**src/rtl/bus_master_port_if.sv**
```systemverilog
// Bus-side signal bundle for one master port: arbiter handshake (Req/Ack)
// plus the beat-level address/data/select lines shared with the slaves.
interface bus_master_port_if #(
  parameter int ADDR_W = 8,
  parameter int DATA_W = 8
) ();

  // Arbiter handshake
  logic              Req;
  logic              Ack;

  // Beat signalling driven by the master
  logic              bus_valid;
  logic              bus_write;
  logic [3:0]        bus_sel;
  logic [ADDR_W-1:0] bus_addr;
  logic [DATA_W-1:0] bus_wdata;

  // Beat completion returned by the selected slave
  logic [DATA_W-1:0] bus_rdata;
  logic              bus_ready;

  modport master (
    output Req,
    output bus_valid,
    output bus_write,
    output bus_sel,
    output bus_addr,
    output bus_wdata,
    input  Ack,
    input  bus_rdata,
    input  bus_ready
  );

  modport slave (
    input  Req,
    input  bus_valid,
    input  bus_write,
    input  bus_sel,
    input  bus_addr,
    input  bus_wdata,
    output Ack,
    output bus_rdata,
    output bus_ready
  );

endinterface

```
**src/rtl/bus_master_port.sv**
```systemverilog
// Master-side bus endpoint: accepts a burst command, requests the bus,
// runs cmd_len+1 beats once granted, returns read data, and signals
// done on completion or err when a beat stalls for TIMEOUT cycles.
module bus_master_port #(
  parameter int ADDR_W  = 8,
  parameter int DATA_W  = 8,
  parameter int LEN_W   = 4,
  parameter int TIMEOUT = 15
) (
  input  logic              clk,
  input  logic              reset,

  input  logic              cmd_valid,
  output logic              cmd_ready,
  input  logic              cmd_write,
  input  logic [ADDR_W-1:0] cmd_addr,
  input  logic [LEN_W-1:0]  cmd_len,

  input  logic [DATA_W-1:0] wr_data,
  output logic              wr_pop,

  bus_master_port_if.master bus,

  output logic              rd_valid,
  output logic [DATA_W-1:0] rd_data,
  output logic              done,
  output logic              err
);

  // Low address field wraps inside the slave window selected by the top 2 bits
  localparam int LOW_W = ADDR_W - 2;
  localparam int TMO_W = (TIMEOUT < 2) ? 1 : $clog2(TIMEOUT + 1);
  localparam logic [TMO_W-1:0] TMO_LAST = TMO_W'(TIMEOUT - 1);

  typedef enum logic [2:0] {
    ST_IDLE,
    ST_REQ,
    ST_XFER,
    ST_RELEASE,
    ST_ABORT
  } state_t;

  state_t            state_reg;
  logic              req_reg;
  logic              write_reg;
  logic [3:0]        sel_reg;
  logic [ADDR_W-1:0] addr_reg;
  logic [LEN_W-1:0]  len_reg;
  logic [LEN_W-1:0]  beat_cnt_reg;
  logic [TMO_W-1:0]  tmo_cnt_reg;
  logic              done_reg;
  logic              err_reg;
  logic              rd_valid_reg;
  logic [DATA_W-1:0] rd_data_reg;

  logic              accept;
  logic              beat_active;
  logic              beat_done;
  logic              beat_stall;
  logic              last_beat;
  logic              tmo_hit;
  logic [3:0]        sel_dec;

  // One-hot slave select decoded from the incoming command address
  genvar gi;
  generate
    for (gi = 0; gi < 4; gi++) begin : g_sel_dec
      assign sel_dec[gi] = (cmd_addr[ADDR_W-1:ADDR_W-2] == 2'(gi));
    end
  endgenerate

  // Handshake and beat qualifiers; cmd_ready is forced low while in reset
  assign cmd_ready   = reset & (state_reg == ST_IDLE);
  assign accept      = cmd_valid & cmd_ready;
  assign beat_active = (state_reg == ST_XFER) & bus.Ack;
  assign beat_done   = beat_active & bus.bus_ready;
  assign beat_stall  = beat_active & ~bus.bus_ready;
  assign last_beat   = beat_done & (beat_cnt_reg == len_reg);
  assign tmo_hit     = beat_stall & (tmo_cnt_reg == TMO_LAST);

  // Bus outputs: valid follows the live grant so a dropped Ack stalls at once
  assign bus.Req       = req_reg;
  assign bus.bus_valid = beat_active;
  assign bus.bus_write = write_reg;
  assign bus.bus_sel   = sel_reg;
  assign bus.bus_addr  = addr_reg;
  assign bus.bus_wdata = (beat_active & write_reg) ? wr_data : '0;

  // Write data is consumed in the very cycle its beat completes
  assign wr_pop   = beat_done & write_reg;
  assign rd_valid = rd_valid_reg;
  assign rd_data  = rd_data_reg;
  assign done     = done_reg;
  assign err      = err_reg;

  // Burst sequencer with registered Req/select/direction and end-of-burst pulses
  always_ff @(posedge clk or negedge reset) begin
    if (!reset) begin
      state_reg    <= ST_IDLE;
      req_reg      <= 1'b0;
      write_reg    <= 1'b0;
      sel_reg      <= '0;
      addr_reg     <= '0;
      len_reg      <= '0;
      beat_cnt_reg <= '0;
      tmo_cnt_reg  <= '0;
      done_reg     <= 1'b0;
      err_reg      <= 1'b0;
    end else begin
      done_reg <= 1'b0;
      err_reg  <= 1'b0;
      case (state_reg)
        ST_IDLE: begin
          if (accept) begin
            state_reg    <= ST_REQ;
            req_reg      <= 1'b1;
            write_reg    <= cmd_write;
            sel_reg      <= sel_dec;
            addr_reg     <= cmd_addr;
            len_reg      <= cmd_len;
            beat_cnt_reg <= '0;
            tmo_cnt_reg  <= '0;
          end
        end
        ST_REQ: begin
          if (bus.Ack) begin
            state_reg <= ST_XFER;
          end
        end
        ST_XFER: begin
          if (beat_done) begin
            tmo_cnt_reg           <= '0;
            beat_cnt_reg          <= beat_cnt_reg + LEN_W'(1);
            addr_reg[LOW_W-1:0]   <= addr_reg[LOW_W-1:0] + LOW_W'(1);
            if (last_beat) begin
              state_reg <= ST_RELEASE;
              req_reg   <= 1'b0;
              write_reg <= 1'b0;
              sel_reg   <= '0;
              done_reg  <= 1'b1;
            end
          end else if (tmo_hit) begin
            // Remaining beats are dropped; the burst never reports done
            state_reg   <= ST_ABORT;
            req_reg     <= 1'b0;
            write_reg   <= 1'b0;
            sel_reg     <= '0;
            tmo_cnt_reg <= '0;
            err_reg     <= 1'b1;
          end else if (beat_stall) begin
            tmo_cnt_reg <= tmo_cnt_reg + TMO_W'(1);
          end
        end
        ST_RELEASE: begin
          state_reg <= ST_IDLE;
        end
        ST_ABORT: begin
          state_reg <= ST_IDLE;
        end
        default: begin
          state_reg <= ST_IDLE;
          req_reg   <= 1'b0;
        end
      endcase
    end
  end

  // Read return path: slave data registered one cycle after each read beat
  always_ff @(posedge clk or negedge reset) begin
    if (!reset) begin
      rd_valid_reg <= 1'b0;
      rd_data_reg  <= '0;
    end else begin
      rd_valid_reg <= beat_done & ~write_reg;
      if (beat_done & ~write_reg) begin
        rd_data_reg <= bus.bus_rdata;
      end
    end
  end

endmodule

```
**src/flat_wrapper.sv**
```systemverilog
// flat-port wrapper written by rule: the top's interface ports become plain ports
module bus_master_port_flat 
#(
  parameter int ADDR_W  = 8,
  parameter int DATA_W  = 8,
  parameter int LEN_W   = 4,
  parameter int TIMEOUT = 15
)
  (clk, reset, cmd_valid, cmd_ready, cmd_write, cmd_addr, cmd_len, wr_data, wr_pop, rd_valid, rd_data, done, err, bus_Req, bus_bus_valid, bus_bus_write, bus_bus_sel, bus_bus_addr, bus_bus_wdata, bus_Ack, bus_bus_rdata, bus_bus_ready);
  bus_master_port_if #(.ADDR_W(ADDR_W), .DATA_W(DATA_W)) bus_i ();
  input  logic clk;
  input  logic reset;
  input  logic cmd_valid;
  output logic cmd_ready;
  input  logic cmd_write;
  input  logic [ADDR_W-1:0] cmd_addr;
  input  logic [LEN_W-1:0] cmd_len;
  input  logic [DATA_W-1:0] wr_data;
  output logic wr_pop;
  output logic rd_valid;
  output logic [DATA_W-1:0] rd_data;
  output logic done;
  output logic err;
  output wire logic [$bits(bus_i.Req)-1:0] bus_Req;
  output wire logic [$bits(bus_i.bus_valid)-1:0] bus_bus_valid;
  output wire logic [$bits(bus_i.bus_write)-1:0] bus_bus_write;
  output wire logic [$bits(bus_i.bus_sel)-1:0] bus_bus_sel;
  output wire logic [$bits(bus_i.bus_addr)-1:0] bus_bus_addr;
  output wire logic [$bits(bus_i.bus_wdata)-1:0] bus_bus_wdata;
  input wire logic [$bits(bus_i.Ack)-1:0] bus_Ack;
  input wire logic [$bits(bus_i.bus_rdata)-1:0] bus_bus_rdata;
  input wire logic [$bits(bus_i.bus_ready)-1:0] bus_bus_ready;
  assign bus_Req = bus_i.Req;
  assign bus_bus_valid = bus_i.bus_valid;
  assign bus_bus_write = bus_i.bus_write;
  assign bus_bus_sel = bus_i.bus_sel;
  assign bus_bus_addr = bus_i.bus_addr;
  assign bus_bus_wdata = bus_i.bus_wdata;
  assign bus_i.Ack = bus_Ack;
  assign bus_i.bus_rdata = bus_bus_rdata;
  assign bus_i.bus_ready = bus_bus_ready;
  bus_master_port #(.ADDR_W(ADDR_W), .DATA_W(DATA_W), .LEN_W(LEN_W), .TIMEOUT(TIMEOUT)) u_core (.clk(clk), .reset(reset), .cmd_valid(cmd_valid), .cmd_ready(cmd_ready), .cmd_write(cmd_write), .cmd_addr(cmd_addr), .cmd_len(cmd_len), .wr_data(wr_data), .wr_pop(wr_pop), .bus(bus_i), .rd_valid(rd_valid), .rd_data(rd_data), .done(done), .err(err));
endmodule
```
**config.mk**
```make
export PLATFORM = sky130hd
export DESIGN_NAME = bus_master_port_flat
export DESIGN_NICKNAME = d
export VERILOG_FILES = /design/src/rtl/bus_master_port_if.sv /design/src/rtl/bus_master_port.sv /design/src/flat_wrapper.sv
export SDC_FILE = /design/constraint.sdc
export NUM_CORES = 1
export LEC_CHECK = 0
export CORE_MARGIN = 5
export CORE_UTILIZATION = 40
export DETAILED_ROUTE_END_ITERATION = 12
export MAX_ROUTING_LAYER = met4
export PLACE_DENSITY = 0.72
export SETUP_SLACK_MARGIN = 0.3
export SKIP_LAST_GASP = 1
export SYNTH_ARGS = -nofsm -noshare
export SYNTH_HDL_FRONTEND = slang
export SYNTH_SLANG_ARGS = --single-unit
```
**constraint.sdc**
```tcl
create_clock -name clk -period 2.3 [get_ports clk]
set_input_delay 0.575 -clock clk [delete_from_list [all_inputs] [get_ports clk]]
set_output_delay 0.575 -clock clk [all_outputs]
set_load 0.02 [all_outputs]
```
**Word-level counts from Yosys, hierarchy flattened**

Cells that the tools add are included.

- $add $sub $neg: 3
- Eq/ne operators: 15
- Mux-type cells: 35
- Bitwise operators: 13
- Reduce and logical (&&, ||, !) cells: 10

Operators with widths:

| kind | count |
|---|---|
| 4-bit 2-to-1 mux | 9 |
| 4-bit case mux with 2 select lines | 3 |
| 3-bit 2-to-1 mux | 5 |
| 6-bit 2-to-1 mux | 2 |
| 6-bit case mux with 2 select lines | 1 |
| 4-bit AND reduction | 3 |
| 1-bit 2-to-1 mux | 11 |
| 1-bit bitwise AND | 10 |
| 3-bit case mux with 3 select lines | 1 |
| 4-bit by 1-bit adder with 4-bit output (second input constant) | 2 |
| 8-bit 2-to-1 mux | 1 |
| 6-bit by 1-bit adder with 6-bit output (second input constant) | 1 |
| 3-bit by 2-bit == test with 1-bit output (second input constant) | 2 |
| 3-bit AND reduction | 2 |
| 2-bit == test (second input constant) | 2 |
| 4-bit == test | 1 |
| 4-bit == test (second input constant) | 1 |
| 2-bit by 1-bit != test with 1-bit output (second input constant) | 2 |
| 4-bit by 1-bit != test with 1-bit output (second input constant) | 1 |
| 3-bit by 1-bit == test with 1-bit output (second input constant) | 1 |
| 3-bit == test (second input constant) | 1 |
| 3-bit zero test | 1 |
| 3-bit by 1-bit != test with 1-bit output (second input constant) | 1 |
| 3-bit != test (second input constant) | 1 |
| 9 further kinds | 11 |

- Register bits after elaboration: 40
- Input bits: 34
- Output and inout port bits: 36
- Word-level logic and storage cells: 89

**Longest topological paths before layout**

Gate-level depths: netlist of the first run.

- Depth in word-level cells: 7
- Mapped depth: 8
- Gate-level depth less buffers: 7

**Worst setup path after synthesis of the first run**

OpenSTA, ideal clock, no wires.

- Path kind: register to output
- From: reg u_core.state_reg[2]
- To: out bus_bus_wdata[0]
- Data arrival time: 1.489 ns
- Setup slack: 0.236 ns
- Cell stages (with the launch flop): 6
- Buffers on the path: 2
- Cells stage by stage: dfrtp_1 > buf_2 > nor2_1 > and3_1 > clkbuf_1 > and3_1

- Longest elaborated chain between the ends: 4

Ends and longest elaborated chain:

| element | line | source |
|---|---|---|
| from (decl) | bus_master_port.sv:43 | `state_t state_reg;` |
| from (signal assigned) | bus_master_port.sv:99 | `state_reg <= ST_IDLE;` |
| from (signal assigned) | bus_master_port.sv:115 | `state_reg <= ST_REQ;` |
| from (signal assigned) | bus_master_port.sv:127 | `state_reg <= ST_XFER;` |
| 3-bit by 2-bit == test with 1-bit output | bus_master_port.sv:75 | `assign beat_active = (state_reg == ST_XFER) & bus.Ack;` |
| 1-bit bitwise AND | bus_master_port.sv:75 |  |
| named net bus_bus_valid | flat_wrapper.sv:25 | `output wire logic [$bits(bus_i.bus_valid)-1:0] bus_bus_valid;` |
| 1-bit bitwise AND | bus_master_port.sv:87 | `assign bus.bus_wdata = (beat_active & write_reg) ? wr_data : '0;` |
| 8-bit 2-to-1 mux | bus_master_port.sv:87 |  |
| to (decl) | flat_wrapper.sv:29 | `output wire logic [$bits(bus_i.bus_wdata)-1:0] bus_bus_wdata;` |

The timed path passes the listed nets, and every way through them passes these cells.

**Worst setup path after layout of the first run**

- From: reg u_core.state_reg[2]
- To: out bus_bus_wdata[7]

- Longest elaborated chain between the ends: 4

Ends and longest elaborated chain:

| element | line |
|---|---|
| 3-bit by 2-bit == test with 1-bit output | bus_master_port.sv:75 |
| 1-bit bitwise AND | bus_master_port.sv:75 |
| 1-bit bitwise AND | bus_master_port.sv:87 |
| 8-bit 2-to-1 mux | bus_master_port.sv:87 |

Every way passes these cells.

==> key figures, run 1 <==
Logic synthesis
  • Sequential share of the synthesized area: roughly half
  • Ys flop type: dfrtp_1
  • Number of flops mapped to enable cells by yosys: 0
  • Synth async-reset ratio: between 90% and 100%
  • Cells after synthesis: around 190
  • Syn Std Cell Area: 2024 um^2
  • Synthesis-stage register bit count: 40
  • Synth Net Count: between 200 and 250
  • Post-Syn Area per Cell: around 10 um^2
  • Yosys warns: 0
  • Distinct cell type count after synthesis: 43

Drt
  • Vias: between 1,500 and 2,000
  • Residual DRC: 0
  • Drt pass-1 iters: 4
  • Met3 wire len: 369 um
  • Remaining antenna violation count: 0
  • DRT met1 WL: 2172 um
  • Max layer used: met4
  • WL per Instance: about 14 um
  • Total length of routed met2 wires: about 2300 um
  • Initial DRC count: just over 80
  • Vias per Instance: 5.061
  • Final WL: ~5000 um

STA
  • Setup TNS: 0 ps
  • WHS: 400.2 ps
  • Worst-margin pin slew: 492.7 ps
  • Worst setup margin: ~340 ps
  • Final Max Slew Viols: 0
  • Fmax: just over 0.5 GHz
  • Tmin final: 1964 ps
  • Setup Skew: 3.863 ps
  • RSZ-0062 raised after global routing: true
  • Rel. slew slack: roughly two thirds
  • Fin crit share: 85.40%
  • Final setup vio count: 0
  • Final hold viol count: 0

Die
  • Starting Density: 42.03%
  • Core area: between 4000 and 5000 um^2
  • Die W: roughly 81 um
  • Chip height: 81.14 um
  • Boundary Pins: 70
  • Total die area: between 6000 and 7000 um^2
  • Std-Cell Rows: 25

Critical path
  • CP Launch Type: register
  • Reg2reg path depth: 5
  • Crit Path Max Fanout: 5
  • Crit Path Class: register to output port
  • CP required: 1730 ps
  • CP arrival: about 1400 ps
  • Crit end category: output port

Placement
  • DP HPWL: between 3000 and 4000 um
  • Dpl ws: -444.4 ps
  • Routability Congestion: about 0.74
  • Input/output buffers: 69

Global routing
  • Total track usage: ~16%
  • Largest net degree at the start of global routing: about 40
  • Antenna violations before repair: 0
  • First-pass GRT wire length: approximately 8000 um
  • Vias in the first global route: around 1,800
  • GR Overflow Total: 0

Layout
  • Final #Nets: 317
  • P&R area growth vs syn: 49.20%
  • Layout cells sized above 1: ~23%
  • # fillers: roughly 420
  • Commonest non-fill, non-tap cell in the layout: clkdlybuf4s50_1
  • Most frequent cells in the layout: clkdlybuf4s50_1, dfrtp_1, nand2_1
  • Ant diodes: 0

Pwr
  • Pwr Density: 1152 nW/um^2
  • Pwr Total: 0.003481 W
  • Max VDD drop: 0.0005846 V
  • Leak Pwr: roughly 1.4 nW

Min path
  • Hold WC Path Type: primary input to asynchronous set/reset pin

Clock network
  • # H-tree levels: 2
  • TritonCTS clock tree: done
  • Clock tree buffer depth: 2
  • Worst-skew pair later-pin latency: 290 ps
  • Clock sink count: 40
  • Worst-path clk slew: roughly 80 ps
  • Clock Tree Root: clkbuf_8
  • CTS Buf Count: 5

Run status
  • Status: finished clean

Job
  • Max-cap violations: 0
report_power, final:
part / internal, W / switching [W] / total [W]
registers: 0.000955 / 0.000220 / 0.00117
clock network: 0.000383 / 0.000253 / 0.000636
logic: 0.000856 / 0.000814 / 0.00167
worst paths after layout:
path                                                    start                                  to  slack (ps)
min reg2reg                u_core.bus.bus_addr[7]$_DFFE_PN0P_  u_core.bus.bus_addr[7]$_DFFE_PN0P_         490
max reg2reg                   u_core.state_reg[0]$_DFFE_PN0P_   u_core.bus.bus_sel[2]$_DFFE_PN0P_         420
min                                                     reset     u_core.state_reg[1]$_DFFE_PN0P_         400
max                           u_core.state_reg[2]$_DFFE_PN0P_                    bus_bus_wdata[7]         340
max in group asynchronous                               reset    u_core.bus.bus_write$_DFFE_PN0P_        1550
min in group clk           u_core.bus.bus_addr[7]$_DFFE_PN0P_  u_core.bus.bus_addr[7]$_DFFE_PN0P_         490
routing by layer:
layer | track usage, % | up-vias
li1 | - | 855
met1 | 20.03 | 829
met2 | 24.88 | 66
met3 | 5.211 | 6
met4 | 6.757 | 0
met5 | - | -
area by class of cell:
| class | instances | area (um^2) | share of cell area, % |
|---|---|---|---|
| Clock inverter | 1 | 30.03 | 0.9942 |
| Tap cell | 67 | 83.83 | 2.775 |
| Sequential cell | 40 | 1002 | 33.18 |
| Multi-Input combinational cell | 142 | 980.9 | 32.48 |
| Inverter | 4 | 15.01 | 0.4971 |
| Timing Repair Buffer | 86 | 812.0 | 26.88 |
| Clock buffer | 7 | 96.34 | 3.190 |
critical path, stage by stage, from the launching register on:
cell and delay (ps):
dfrtp_1 420, nor2_4 140, and3_4 220, and3_1 160
buf_2 160
metrics by stage:
step	area [um^2]	util (%)	std cells
after global routing	3020	62.70	347
after detailed placement	2836	58.88	335
final	3020	62.70	347
after global placement	2836	58.88	335
after CTS	2958	61.40	344
after floorplan	2026	-	194
synth_stat cells (5+ instances only):
library cell,count,area share (%)
dfrtp_1,40,49
nand2_1,29,5.4
mux2_2,12,6.7
nand3_1,7,1.7
xnor2_1,5,2.2
and3_1,11,3.4
a21oi_1,7,1.7
nor2_1,14,2.6
o21ai_0,10,2.5
timing repair:
item | in CTS | in global routing
hold buffers | 0 | 0
setup buffers | 0 | 3
gates resized for setup | 58 | 10
pin swaps | 0 | 2
gates cloned | 1 | 0
setup endpoints to repair | 12 | 14
cells by family (layout without fill, tap and decap cells):
kind of cell             count (synthesis)  in the layout  share of synthesized area [%]
flip-flops                              40             40                          49.44
adder cells (fa/ha/maj)                  4              4                          2.472
AO/OA/AOI/OAI                           32             32                          9.704
XOR/XNOR                                 6              6                          2.596
AND/OR/NAND/NOR                         85             86                          23.67
multiplexers                            14             14                          7.664
buffers and inverters                   13             98                          4.449
Note: power is estimated with default switching activity, not from simulation.
==> run 2: changes to the inputs <==
==> constraint.sdc (replaced) <==
create_clock -name clk -period 2.5 [get_ports clk]
set_input_delay 0.625 -clock clk [delete_from_list [all_inputs] [get_ports clk]]
set_output_delay 0.625 -clock clk [all_outputs]
set_load 0.02 [all_outputs]
==> key figures, run 2 (same netlist as run 1, synthesis figures left out) <==
Layout
  • Ant diodes: 0
  • Layout cells sized above 1: approximately 20%
  • Area of the multi-input gates: approximately 950 um^2
  • Register area: roughly 1000 um^2
  • Finished Core Util: roughly 60%
  • # fillers: 448
  • Final #Nets: between 300 and 400
  • Most frequent cells in the layout: clkdlybuf4s50_1, dfrtp_1, nand2_1
  • P&R area growth vs syn: 43.76%
  • Post-route design area: between 2000 and 3000 um^2
  • Commonest non-fill, non-tap cell in the layout: clkdlybuf4s50_1

Clock network
  • # H-tree levels: 2
  • Clock sink count: 40
  • Clock Tree Root: clkbuf_8
  • # hold bufs at CTS: 0
  • Worst-path clk slew: ~80 ps
  • TritonCTS clock tree: done
  • Worst-skew pair later-pin latency: roughly 290 ps
  • Clock tree buffer depth: 2
  • CTS Buf Count: 5

STA
  • Worst-margin pin slew: 512.3 ps
  • Rel. slew slack: between 60% and 70%
  • Worst setup margin: between 400 and 500 ps
  • Tmin final: approximately 2100 ps
  • Setup Skew: around 6.8 ps
  • Setup TNS: 0 ps
  • Fin crit share: 83.54%
  • Final Max Slew Viols: 0
  • Final setup vio count: 0
  • Final hold viol count: 0
  • Fmax: approximately 0.48 GHz
  • RSZ-0062 raised after global routing: false

Drt
  • Drt pass-1 iters: 4
  • WL per Instance: around 14 um
  • Vias: 1,721
  • Residual DRC: 0
  • Final WL: roughly 4900 um
  • Vias per Instance: between 5 and 6
  • Initial DRC count: 60
  • Remaining antenna violation count: 0

Die
  • Boundary Pins: 70
  • Total die area: 6584 um^2
  • Core area: 4817 um^2
  • Starting Density: 42.03%
  • Chip height: just over 80 um
  • Std-Cell Rows: 25
  • Die W: between 80 and 90 um

Global routing
  • Antenna violations before repair: 0
  • GR Util met1: 20.14%
  • Met2 GRT Util: 28.00%
  • Met3 Use GR: 4.989%
  • GR Overflow Total: 0
  • Largest net degree at the start of global routing: 42
  • Vias in the first global route: 1,844
  • Most Used Layer, Global Route: met2
  • Total track usage: ~17%
  • First-pass GRT wire length: between 8000 and 9000 um

Critical path
  • Crit end category: register
  • Crit-path max cell delay: approximately 650 ps
  • Slowest CP cell: or3b_2
  • Critical path, cell by cell: buf_4, or3b_2, o21ai_2, mux2_2
  • Crit Path Max Fanout: 14
  • Crit Path Class: register to register
  • CP Launch Type: register
  • CP arrival: ~2300 ps
  • CP required: 2680 ps

Pwr
  • Pwr Total: 0.003038 W
  • Max VDD drop: just under 0.0005 V
  • Pwr Density: between 1000 and 1500 nW/um^2
  • Leak Pwr: 1.330 nW

Run status
  • Status: finished clean

Placement
  • Routability Congestion: between 0.7 and 0.8
  • Dpl ws: -402.2 ps
  • Placed cell area: roughly 2800 um^2
  • Input/output buffers: a little under 70
  • DP HPWL: between 3000 and 4000 um

Job
  • Max-cap violations: 0

Min path
  • Hold WC Path Type: primary input to asynchronous set/reset pin
[run 2: critical path: cells and delay by family, from the launching register on]
| family | cells | cell delay, ps |
|---|---|---|
| AOI/OAI and AO/OA | 1 | 320 |
| buffers and inverters | 1 | 200 |
| DFF | 1 | 440 |
| muxes | 1 | 370 |
| and+or+nand+nor | 1 | 650 |
[run 2: area by class of cell]
type,count,share of cell area (%)
flip-flops and latches,40,34.44
clock buffers,6,2.494
multi-input cells,142,32.63
repair buffers,81,25.84
inverters,4,0.5159
clock inverters,2,1.204
well taps,67,2.880
[run 2: per-stage QoR]
stage | std cells | hold WS [ps]
3_5_place_dp | 333 | 466.5
2_1_floorplan | 194 | 329.4
5_1_grt | 342 | 463.1
3_3_place_gp | 333 | 466.8
4_1_cts | 342 | 439.7
6_report | 342 | 411.7
[run 2: what timing repair did]
action                     4_1_cts  5_1_grt
setup buffers                    0        0
setup endpoints to repair       12        5
gates cloned                     1        0
gates resized for setup         51        3
[run 2: worst paths after layout]
| path | to | slack (ps) | from | cells past startpoint |
|---|---|---|---|---|
| worst min-delay path | u_core.len_reg[1]$_DFFE_PN0P_ | 410 | reset | 2 |
| worst max-delay path | u_core.bus.bus_write$_DFFE_PN0P_ | 410 | u_core.state_reg[1]$_DFFE_PN0P_ | 4 |
| min in group clk | u_core.bus.bus_addr[7]$_DFFE_PN0P_ | 480 | u_core.bus.bus_addr[7]$_DFFE_PN0P_ | 2 |
| max in group asynchronous | u_core.bus.bus_write$_DFFE_PN0P_ | 1700 | reset | 2 |
| worst max register to register | u_core.bus.bus_write$_DFFE_PN0P_ | 410 | u_core.state_reg[1]$_DFFE_PN0P_ | 4 |
| worst min register to register | u_core.bus.bus_addr[7]$_DFFE_PN0P_ | 480 | u_core.bus.bus_addr[7]$_DFFE_PN0P_ | 2 |
[run 2: where the power goes]
group	total (W)	leakage (nW)	internal, W	switching, W
logic	0.00145	0.762	0.000717	0.000731
registers	0.00107	0.512	0.000878	0.000196
clock network	0.000516	0.0552	0.000296	0.000220
total	0.00304	1.33	0.00189	0.00115
[run 2: per-layer routing]
layer | part of all wire [%] | wire, um | vias to the layer above
met5 | 0 | 0 | -
met4 | 0.84 | 41 | 0
met3 | 6.4 | 315 | 5
met2 | 49 | 2404 | 57
met1 | 44 | 2147 | 822
li1 | - | - | 837
==> run 3: changes to the inputs <==
--- a/config.mk
+++ b/config.mk
@@ -9,7 +9,7 @@
 export CORE_UTILIZATION = 40
 export DETAILED_ROUTE_END_ITERATION = 12
 export MAX_ROUTING_LAYER = met4
-export PLACE_DENSITY = 0.72
+export PLACE_DENSITY = 0.75
 export SETUP_SLACK_MARGIN = 0.3
 export SKIP_LAST_GASP = 1
 export SYNTH_ARGS = -nofsm -noshare
==> constraint.sdc (replaced) <==
create_clock -name clk -period 1.7 [get_ports clk]
set_input_delay 0.425 -clock clk [delete_from_list [all_inputs] [get_ports clk]]
set_output_delay 0.425 -clock clk [all_outputs]
set_load 0.02 [all_outputs]
==> key figures, run 3 (same netlist as run 1, synthesis figures left out) <==
STA
  • Tmin final: approximately 1800 ps
  • Final hold viol count: 0
  • Setup Skew: approximately 9.0 ps
  • Fmax: 0.5418 GHz
  • Setup TNS: -2770 ps
  • Rel. slew slack: between 60% and 70%
  • RSZ-0062 raised after global routing: true
  • Final setup vio count: 39
  • Worst-margin pin slew: 524.3 ps
  • Worst setup margin: -145.7 ps
  • Fin crit share: 108.6%
  • WHS: 324.5 ps
  • Final Max Slew Viols: 0

Critical path
  • CP Launch Type: register
  • CP arrival: 1420 ps
  • Crit path from: u_core.state_reg[2]$_DFFE_PN0P_
  • Crit end category: output port
  • Crit Path Class: register to output port
  • RR Startpoint: u_core.state_reg[2]$_DFFE_PN0P_
  • Sum of buffers and inverters on the critical path: 1
  • Top cell by count, worst path: and3_4
  • Cell family with most CP delay: simple AND/OR/NAND/NOR gates
  • Slowest CP cell: dfrtp_1
  • R2R Setup Slk: -90 ps
  • Crit-path max cell delay: 430 ps
  • Crit Path Max Fanout: 6
  • CP required: roughly 1300 ps
  • Critical path, cell by cell: nor2_4, and3_4, and3_4, buf_6

Drt
  • Vias per Instance: roughly 5.1
  • Vias: 1,973
  • WL per Instance: roughly 16 um
  • Remaining antenna violation count: 0
  • Drt pass-1 iters: 4
  • Initial DRC count: between 90 and 100
  • Final WL: 6384 um
  • Residual DRC: 0

Clock network
  • CTS Buf Count: 5
  • TritonCTS clock tree: done
  • Worst-skew pair later-pin latency: 300 ps
  • Clock sink count: 40
  • Clock Tree Root: clkbuf_8
  • Worst-path clk slew: about 90 ps
  • Clock tree buffer depth: 2
  • # H-tree levels: 2
  • # hold bufs at CTS: 0

Placement
  • Routability Congestion: approximately 0.78
  • Placed cell area: around 3000 um^2
  • Input/output buffers: between 60 and 70
  • Dpl cells: approximately 350
  • DP HPWL: approximately 3800 um

Pwr
  • Max VDD drop: 0.0008993 V
  • Internal cell power: 0.003318 W
  • Sw power: between 0.002 and 0.0025 W
  • Comb pwr share: between 50% and 60%
  • Pwr Density: between 1500 and 2000 nW/um^2
  • Clock Power Share: 15.4%
  • Register share of total power: roughly 28%
  • Leak Pwr: 1.666 nW
  • Switch share: roughly 39%

Die
  • Die W: 81.14 um
  • Std-Cell Rows: 25
  • Core area: around 4800 um^2
  • Starting Density: about 42%
  • Chip height: about 80 um
  • Total die area: ~6600 um^2
  • Boundary Pins: 70

Global routing
  • Total track usage: between 20 and 25%
  • GR Overflow Total: 0
  • Antenna violations before repair: 0
  • Vias in the first global route: ~2,000
  • First-pass GRT wire length: between 9000 and 10,000 um
  • Largest net degree at the start of global routing: 41

Layout
  • Fin cells: 388
  • Commonest non-fill, non-tap cell in the layout: dfrtp_1
  • Layout cells sized above 1: approximately 50%
  • Most frequent cells in the layout: dfrtp_1, buf_4, buf_6
  • P&R area growth vs syn: 75.90%
  • Finished Core Util: 73.92%
  • Post-route design area: roughly 3600 um^2
  • Ant diodes: 0
  • Final #Nets: 358

Run status
  • Failing checks: setup timing
  • Status: finished, violations left

Min path
  • Hold WC Path Type: primary input to asynchronous set/reset pin

Job
  • Max-cap violations: 0
## run 3: through the flow
stage	total power (W)	setup slack [ps]
floorplan	0.002999	39.85
global placement	0.003938	-654.1
detailed placement	0.003987	-680.4
CTS	0.005269	-124.4
global route	0.005735	-214.4
finish	0.005412	-145.7
## run 3: layer usage
metal	global-route usage [%]	up-vias	share of wire, %
met5	-	-	0
met4	5.405	0	1.4
met3	4.545	10	4.1
met2	35.30	46	54
met1	23.62	986	41
li1	-	931	-
## run 3: layout make-up
class	count	area [um^2]
clock inverters	2	38.79
inverters	4	15.01
well taps	67	83.83
fillers	367	1256
repair buffers	125	1117
flip-flops and latches	40	1003
multi-input cells	144	1220
clock buffers	6	82.58
## run 3: final timing paths
path,to,cells past startpoint
worst min-delay path,u_core.beat_cnt_reg[1]$_DFFE_PN0P_,3
worst max register to register,u_core.tmo_cnt_reg[3]$_DFFE_PN0P_,6
worst max-delay path,bus_bus_wdata[4],4
max in group asynchronous,u_core.bus.bus_write$_DFFE_PN0P_,3
min in group clk,u_core.bus.bus_addr[6]$_DFFE_PN0P_,2
worst min register to register,u_core.bus.bus_addr[6]$_DFFE_PN0P_,2
## run 3: worst register-to-register path: stages (launching register included)
cell and delay, ps:
dfrtp_1 430, buf_6 150, buf_6 120, nor3b_4 240, buf_6 190, nand4_1 200
o31ai_1 350
## run 3: power groups by stage
stage | clock [W] | combinational, W | sequential, W
floorplan | 0 | 0.00117 | 0.00183
global placement | 0 | 0.00238 | 0.00156
detailed placement | 0 | 0.00241 | 0.00158
CTS | 0.000840 | 0.00291 | 0.00152
global route | 0.000899 | 0.00326 | 0.00157
finish | 0.000836 | 0.00305 | 0.00153
## run 3: repair_timing
action | CTS | global route
setup buffers | 20 | 8
endpoints found under the hold margin | 0 | 0
gates resized for setup | 198 | 29
gates cloned | 3 | 0
setup endpoints to repair | 73 | 66
pin swaps | 34 | 20
